$ cat src/rtl/shift_mult_pkg.sv
// Shared types and defaults for the sequential shift-and-add multiplier.
package shift_mult_pkg;

  localparam int unsigned SHIFT_MULT_WIDTH = 32;

  typedef enum logic [1:0] {
    StIdle,
    StRun,
    StFix,
    StDone
  } state_e;

endpackage

$ cat src/rtl/shift_add_step.sv
// One add-and-shift-right step of the multiplier: conditionally add mcand into hi,
// then shift the {carry, sum, lo} word right by one.
module shift_add_step #(
  parameter int unsigned WIDTH = 32
) (
  input  logic [WIDTH-1:0] hi,
  input  logic [WIDTH-1:0] lo,
  input  logic [WIDTH-1:0] mcand,
  output logic [WIDTH-1:0] hi_next,
  output logic [WIDTH-1:0] lo_next
);

  logic [WIDTH:0] sum;

  always_comb begin
    sum     = {1'b0, hi} + (lo[0] ? {1'b0, mcand} : {(WIDTH + 1){1'b0}});
    hi_next = sum[WIDTH:1];
    lo_next = {sum[0], lo[WIDTH-1:1]};
  end

endmodule

$ cat src/rtl/shift_mult.sv
// Sequential shift-and-add multiplier with valid/ready handshakes; signed mode works on
// magnitudes and applies the sign in a single correction cycle.
module shift_mult
  import shift_mult_pkg::*;
#(
  parameter int unsigned WIDTH = SHIFT_MULT_WIDTH
) (
  input  logic               clk,
  input  logic               reset,
  input  logic               in_valid,
  output logic               in_ready,
  input  logic [WIDTH-1:0]   a,
  input  logic [WIDTH-1:0]   b,
  input  logic               is_signed,
  output logic               out_valid,
  input  logic               out_ready,
  output logic [2*WIDTH-1:0] product
);

  localparam int unsigned CntW = $clog2(WIDTH + 1);
  localparam logic [CntW-1:0] LastStep = CntW'(WIDTH - 1);

  state_e             state_q, state_d;
  logic [WIDTH-1:0]   hi_q, hi_d;
  logic [WIDTH-1:0]   lo_q, lo_d;
  logic [WIDTH-1:0]   mcand_q, mcand_d;
  logic [CntW-1:0]    count_q, count_d;
  logic               neg_q, neg_d;
  logic [2*WIDTH-1:0] product_q, product_d;
  logic [WIDTH-1:0]   step_hi, step_lo;

  // Magnitude stays WIDTH bits unsigned, so the most negative value maps exactly.
  function automatic logic [WIDTH-1:0] magnitude(input logic [WIDTH-1:0] x, input logic sgn);
    return (sgn && x[WIDTH-1]) ? (~x + WIDTH'(1)) : x;
  endfunction

  shift_add_step #(
    .WIDTH(WIDTH)
  ) u_step (
    .hi     (hi_q),
    .lo     (lo_q),
    .mcand  (mcand_q),
    .hi_next(step_hi),
    .lo_next(step_lo)
  );

  always_comb begin
    state_d   = state_q;
    hi_d      = hi_q;
    lo_d      = lo_q;
    mcand_d   = mcand_q;
    count_d   = count_q;
    neg_d     = neg_q;
    product_d = product_q;
    case (state_q)
      StIdle: begin
        if (in_valid) begin
          mcand_d = magnitude(a, is_signed);
          lo_d    = magnitude(b, is_signed);
          neg_d   = is_signed & (a[WIDTH-1] ^ b[WIDTH-1]);
          hi_d    = '0;
          count_d = '0;
          state_d = StRun;
        end
      end
      StRun: begin
        hi_d    = step_hi;
        lo_d    = step_lo;
        count_d = count_q + CntW'(1);
        if (count_q == LastStep) state_d = StFix;
      end
      StFix: begin
        product_d = neg_q ? -{hi_q, lo_q} : {hi_q, lo_q};
        state_d   = StDone;
      end
      StDone: begin
        if (out_ready) state_d = StIdle;
      end
      default: state_d = StIdle;
    endcase
  end

  always_ff @(posedge clk or posedge reset) begin
    if (reset) begin
      state_q   <= StIdle;
      hi_q      <= '0;
      lo_q      <= '0;
      mcand_q   <= '0;
      count_q   <= '0;
      neg_q     <= 1'b0;
      product_q <= '0;
    end else begin
      state_q   <= state_d;
      hi_q      <= hi_d;
      lo_q      <= lo_d;
      mcand_q   <= mcand_d;
      count_q   <= count_d;
      neg_q     <= neg_d;
      product_q <= product_d;
    end
  end

  // Gate with reset so the unit never advertises readiness while held in reset.
  assign in_ready  = (state_q == StIdle) & ~reset;
  assign out_valid = (state_q == StDone);
  assign product   = product_q;

endmodule

$ cat config.mk
export PLATFORM = sky130hd
export DESIGN_NAME = shift_mult
export DESIGN_NICKNAME = d
export VERILOG_FILES = /design/src/rtl/shift_mult_pkg.sv /design/src/rtl/shift_add_step.sv /design/src/rtl/shift_mult.sv
export SDC_FILE = /design/constraint.sdc
export NUM_CORES = 1
export LEC_CHECK = 0
export ABC_AREA = 0
export CAP_MARGIN = 20
export CELL_PAD_IN_SITES_DETAIL_PLACEMENT = 0
export CELL_PAD_IN_SITES_GLOBAL_PLACEMENT = 1
export CORE_MARGIN = 4
export CORE_UTILIZATION = 43
export DETAILED_ROUTE_END_ITERATION = 16
export HOLD_SLACK_MARGIN = 0.06
export PLACE_DENSITY = 0.78
export SLEW_MARGIN = 20
export SYNTH_ARGS = -nofsm -noshare
export SYNTH_HDL_FRONTEND = slang
export SYNTH_SLANG_ARGS = --single-unit
$ cat constraint.sdc
create_clock -name clk -period 7.2 [get_ports clk]
set_input_delay 1.44 -clock clk [delete_from_list [all_inputs] [get_ports clk]]
set_output_delay 1.44 -clock clk [all_outputs]
set_load 0.01 [all_outputs]
# After elaboration in Yosys (flattened, before gate mapping)
# Index checks and enable logic that the tools add are counted.
[totals]
ff_bits = 169
latchBits = 0
ramBits = 0
romBits = 0
input_bits = 69
out_inout_bits = 66
elab_cells = 46
memories = 0
[classes]
add_sub_neg = 5
mul = 0
div = 0
n_lt_le_gt_ge = 0
n_eq_ne = 7
shifts = 0
muxes = 14
bitwise = 6
reduce_logical = 7
[ops]
columns = ["operator", "n"]
rows = [
  ["32-bit two-way mux", 5],
  ["32-bit one-hot mux with 2 select lines", 2],
  ["32-bit by 1-bit adder with 32-bit output (second input constant)", 2],
  ["64-bit two-way mux", 1],
  ["64-bit negator", 1],
  ["32-bit inverter", 2],
  ["32-bit by 33-bit adder with 33-bit output", 1],
  ["6-bit one-hot mux with 2 select lines", 1],
  ["2-bit one-hot mux with 4 select lines", 1],
  ["6-bit by 1-bit adder with 6-bit output (second input constant)", 1],
  ["6-bit by 5-bit == test with 1-bit output (second input constant)", 1],
  ["2-bit two-way mux", 3],
  ["6-bit two-way mux", 1],
  ["2-bit == test (second input constant)", 2],
  ["2-bit inequality test (second input constant)", 2],
  ["2-bit AND reduction", 2],
  ["3-bit AND reduction", 1],
  ["1-bit AND", 2],
  ["2-bit by 1-bit == test with 1-bit output (second input constant)", 1],
  ["1-bit logical AND", 2],
  ["2-bit logical NOT", 1],
  ["2-bit by 1-bit inequality test with 1-bit output (second input constant)", 1],
  ["2-bit nonzero test", 1],
  ["1-bit inverter", 1],
  ["1-bit bitwise XOR", 1],
]

# Longest topological paths before layout
[logic_depth]
depth_word = 5
mapped_depth = 13
depth_no_buf = 11

# Hierarchy
# Synthesis repeated with hierarchy kept, for this count alone.
[unflattened]
cells_unflattened = 1355
area_unflattened_um2 = 11591.1
[modules_own_cells]
columns = ["module", "instances", "cells_each", "area_per_inst_um2", "seq_area_each_um2"]
rows = [
  ["shift_mult", 1, 1002, 9162.5, 4229.1],
  ["shift_add_step", 1, 353, 2428.6, 0.0],
]

# Worst setup path before layout
# No wires, ideal clock.
[synth_timing]
path_type = "input to register"
startpoint = "input port b[14]"
endpoint = "register lo_q[29]"
setup_time_ns = 0.127
arrival_time_ns = 3.210
required_time_ns = 7.073
path_slack_ns = 3.863
path_stages = 7
path_buffers = 0
path_cell_list = "or4_1 > nor4_1 > nor2b_1 > nand2_1 > o41ai_1 > xor2_1 > o21ai_1"
[synth_via]
elab_chain_cells = 5
[synth_lines]
columns = ["item", "line_no", "rtl"]
rows = [
  ["from (decl)", "shift_mult.sv:13", "input logic [WIDTH-1:0] b,"],
  ["32-bit inverter", "shift_mult.sv:34", "return (sgn && x[WIDTH-1]) ? (~x + WIDTH'(1)) : x;"],
  ["32-bit by 1-bit adder with 32-bit output", "shift_mult.sv:34", ""],
  ["32-bit two-way mux", "shift_mult.sv:34", ""],
  ["32-bit two-way mux", "shift_mult.sv:57", "if (in_valid) begin"],
  ["32-bit one-hot mux with 2 select lines", "shift_mult.sv:55", "case (state_q)"],
  ["to (signal assigned)", "shift_mult.sv:95", "lo_q <= lo_d;"],
  ["to (decl)", "shift_mult.sv:25", "logic [WIDTH-1:0] lo_q, lo_d;"],
]
# No other way between the ends. The select of a mux whose other input is x is not followed.
# A chain may end at the register's enable or synchronous reset.

# Final worst setup path
[layout_timing]
startpoint = "input port reset"
endpoint = "output port in_ready"
[layout_via]
elab_chain_cells = 2
[layout_lines]
columns = ["item", "line_no", "rtl"]
rows = [
  ["from (decl)", "shift_mult.sv:9", "input logic reset,"],
  ["1-bit inverter", "shift_mult.sv:104", "assign in_ready = (state_q == StIdle) & ~reset;"],
  ["1-bit AND", "shift_mult.sv:104", ""],
  ["to (decl)", "shift_mult.sv:11", "output logic in_ready,"],
]
# No other way between the ends.

==> results summary <==
The number of hold violations in the final report came out at 0. The number of warnings reported in the yosys synthesis log is 0. The number of synthesized flops with an enable pin came out at 0. The quantity of gates resized following cts is 0.

The setup slack of the most critical reg-to-reg path came out at 3.58 ns. STA classifies the critical path endpoint as an output pin. Using the TritonRoute via totals, the vias-per-cell ratio works out to 5.58. The total power density per cell area came out at 428 mW/mm^2. The count of pins on the block boundary is 135. The total power draw is 5730 uW. Dividing the final minimum period by the clock period gives 0.564. The arrival time reported for the critical path endpoint is 2.62 ns. The global-route wire length before repair is ~50,000 um. The clock passes through at most 2 buffers.

The analysis attributes to cell leakage a power of between 0.005 and 0.006 uW. The portion of the post-synthesis area used by sequential elements is 0.378. The number of unique standard cell types used by synthesis is 64. In the final routed layout, each cell accounts on average for 17.4 um. The clock tree root buffer cell is clkbuf_16. Ranked by total cell area, the synthesized netlist is headed by dfrtp_1 38%, xor2_1 8.0%, a21oi_1 6.5%.

The post-synthesis instance area is 0.0112 mm^2. The largest total area in the synthesized netlist belongs to dfrtp_1. Ranked by instance count, the synthesized netlist is headed by 169 x dfrtp_1, 146 x a21oi_1, 143 x nand2_1, 141 x nor2_1, 141 x o21ai_0.

Setup violations remaining at the end of the flow were counted as 0. dfrtp_1 is the most common cell in the netlist. The total grt overflow is 0. Static timing analysis puts the maximum clock frequency at 246 MHz. For this run, design rule violations remaining after detail routing come to 0. The number of max-capacitance violations reported came out at 0.

The weighted congestion at the end of routability-driven global placement is 0.926. STA classifies the critical path startpoint as a primary input. The clock latency on the worst-skew pair came out at 0.44 ns. The peak fanout along the critical path is 2. Clock skew on the completed layout was measured at ~0.013 ns. Measured against its own limit, the worst slew margin works out to 0.344. The minimum clock period after layout is 4.06 ns.

Fill cells in the final layout number about 2,400. The data required time at the worst endpoint came out at 5.76 ns. Buffers placed on the I/O ports in this run total 134. The count of state elements after synthesis came out at 169. Synthesis produced a netlist whose cell count is ~1,400. The CTS clock-pin slew for the worst setup and hold paths is 0.06 ns. The initial antenna violation count came out at 0. The fraction of registers with async set or reset after synthesis is 1.00.

Setup repair after global routing left no endpoint under its margin. The via count of the routed design came out at 9,918. The maximum number of pins on one net before global-route repair came out at 110. The row count came out at 58. The flow ran to the end, and the final reports show no timing, DRC or antenna violations. The area growth from synthesis to layout is 19.7%. The peak supply drop came out at 372 uV. The global-route usage over all layers came out at 0.214. The number of nets produced by synthesis came out at 1,460. The number of antenna diodes in the final layout is 0. The post-CTS setup buffer count is 0.

The first routing iteration left between 1,000 and 1,500 violations. The dominant synthesized flop cell is dfrtp_1. Dividing the synthesized area by the synthesized cell count gives 8.29 um^2. For the pin with the worst max-slew slack, the measured transition is 0.984 ns.

For this design, the CTS-stage hold fixing added 0 buffers. The number of global-route vias before repair is 9,173. TritonCTS built the clock tree. The placeable core region is between 0.02 and 0.03 mm^2. In this run the remaining antenna-violating nets after routing total 0. The classification of the worst-slack hold path is reg2reg.

The summed negative setup slack over all endpoints is 0 ns. The share of post-route cells with drive strength above 1 is 0.0435. The die width came out at 169 um.

The total number of clock tree sinks is 169. The total wire length came out at 30,900 um. From bottom edge to top edge, the die measures 169 um. The share of synthesized area in the top cell type comes to 0.378.

The effective utilization at floorplan came out at 0.441. The die area is 0.0287 mm^2. Summed over all nets, the half-perimeter wirelength after detailed placement is 23,600 um. The final layout contains approximately 1,500 nets. Hold timing on the final database bottoms out at a slack of roughly 0.47 ns.

The worst setup path is of the in2out kind. The number of iterations in the first detailed-routing pass came out at 5. The CTS buffer count is 17. The max-slew violation total from the final report is 0. The maximum level of the CTS H-tree came out at 4.
kinds of logic (layout without fill, tap and decap cells):
kind of cell	count (synthesis)	after routing	share of synthesized area
XOR/XNOR	147	147	0.115
AO/OA/AOI/OAI	407	407	0.209
flip-flops	169	169	0.378
multiplexers	9	9	0.00827
adder cells (fa/ha/maj)	41	41	0.0465
buffers and inverters	101	200	0.0339
AND/OR/NAND/NOR	476	476	0.210
state kept, by name, indices dropped and copies added (netlist names):
name	flops
product	64
hi_q	32
lo_q	32
mcand_q	32
count_q	6
state_q	2
neg_q	1
through the flow:
step	util	instance area, um^2	cells	setup slack, ns
final	0.527	13400	1779	3.14
after global routing	0.527	13400	1779	3.12
after CTS	0.527	13400	1779	3.13
after detailed placement	0.503	12800	1748	3.11
after global placement	0.503	12800	1747	3.15
after floorplan	-	11200	1350	1.18
power by group:
group          leakage (uW)  total (uW)  switching [uW]  internal [uW]
registers           0.00206        1890             491           1400
logic               0.00318        2860            1650           1210
clock network      0.000295         985             421            564
path summary, 6_finish.rpt:
check	cells past startpoint	end	startpoint
worst max-delay path	3	in_ready	reset
worst min-delay path	2	mcand_q[8]	mcand_q[8]
worst max register to register	10	hi_q[26]	lo_q[0]
worst min register to register	2	mcand_q[8]	mcand_q[8]
max in group asynchronous	3	product[41]	reset
min in group asynchronous	2	lo_q[29]	reset
area by class of cell:
type,count,area (um^2),area share
clock buffer,18,439,0.0328
clock inverter,13,184,0.0137
inverter,24,95.1,0.00710
multi-input combinational,1080,6610,0.494
sequential,169,4230,0.316
tap,330,413,0.0308
timing repair buffer,145,1420,0.106
critical path, stage by stage:
cell             delay (ns)
clkdlybuf4s50_1        0.49
nor2b_1                0.14
clkdlybuf4s50_1        0.54
layer usage:
metal / vias to the layer above / GRT usage / wire length [um]
li1: 4988 / - / -
met4: 0 / 0.0448 / 290
met5: - / 0 / 0
met3: 22 / 0.0233 / 2050
met1: 4586 / 0.358 / 16100
met2: 322 / 0.294 / 12500
cell usage in the layout, fill, tap and decap left out, types with 16 or more instances in the layout:
cell type        instances
ha_1                    39
nand2_1                142
clkdlybuf4s50_1        134
a21oi_1                146
clkbuf_16               17
o31ai_1                 25
nor3_1                  26
and2_1                  34
o21ai_0                141
or3_1                   16
dfrtp_1                169
xnor2_1                 45
nand4_1                 17
xor2_1                 102
inv_1                   23
nand3_1                 16
nor2_1                 141
Note: power is estimated with default switching activity, not from simulation.
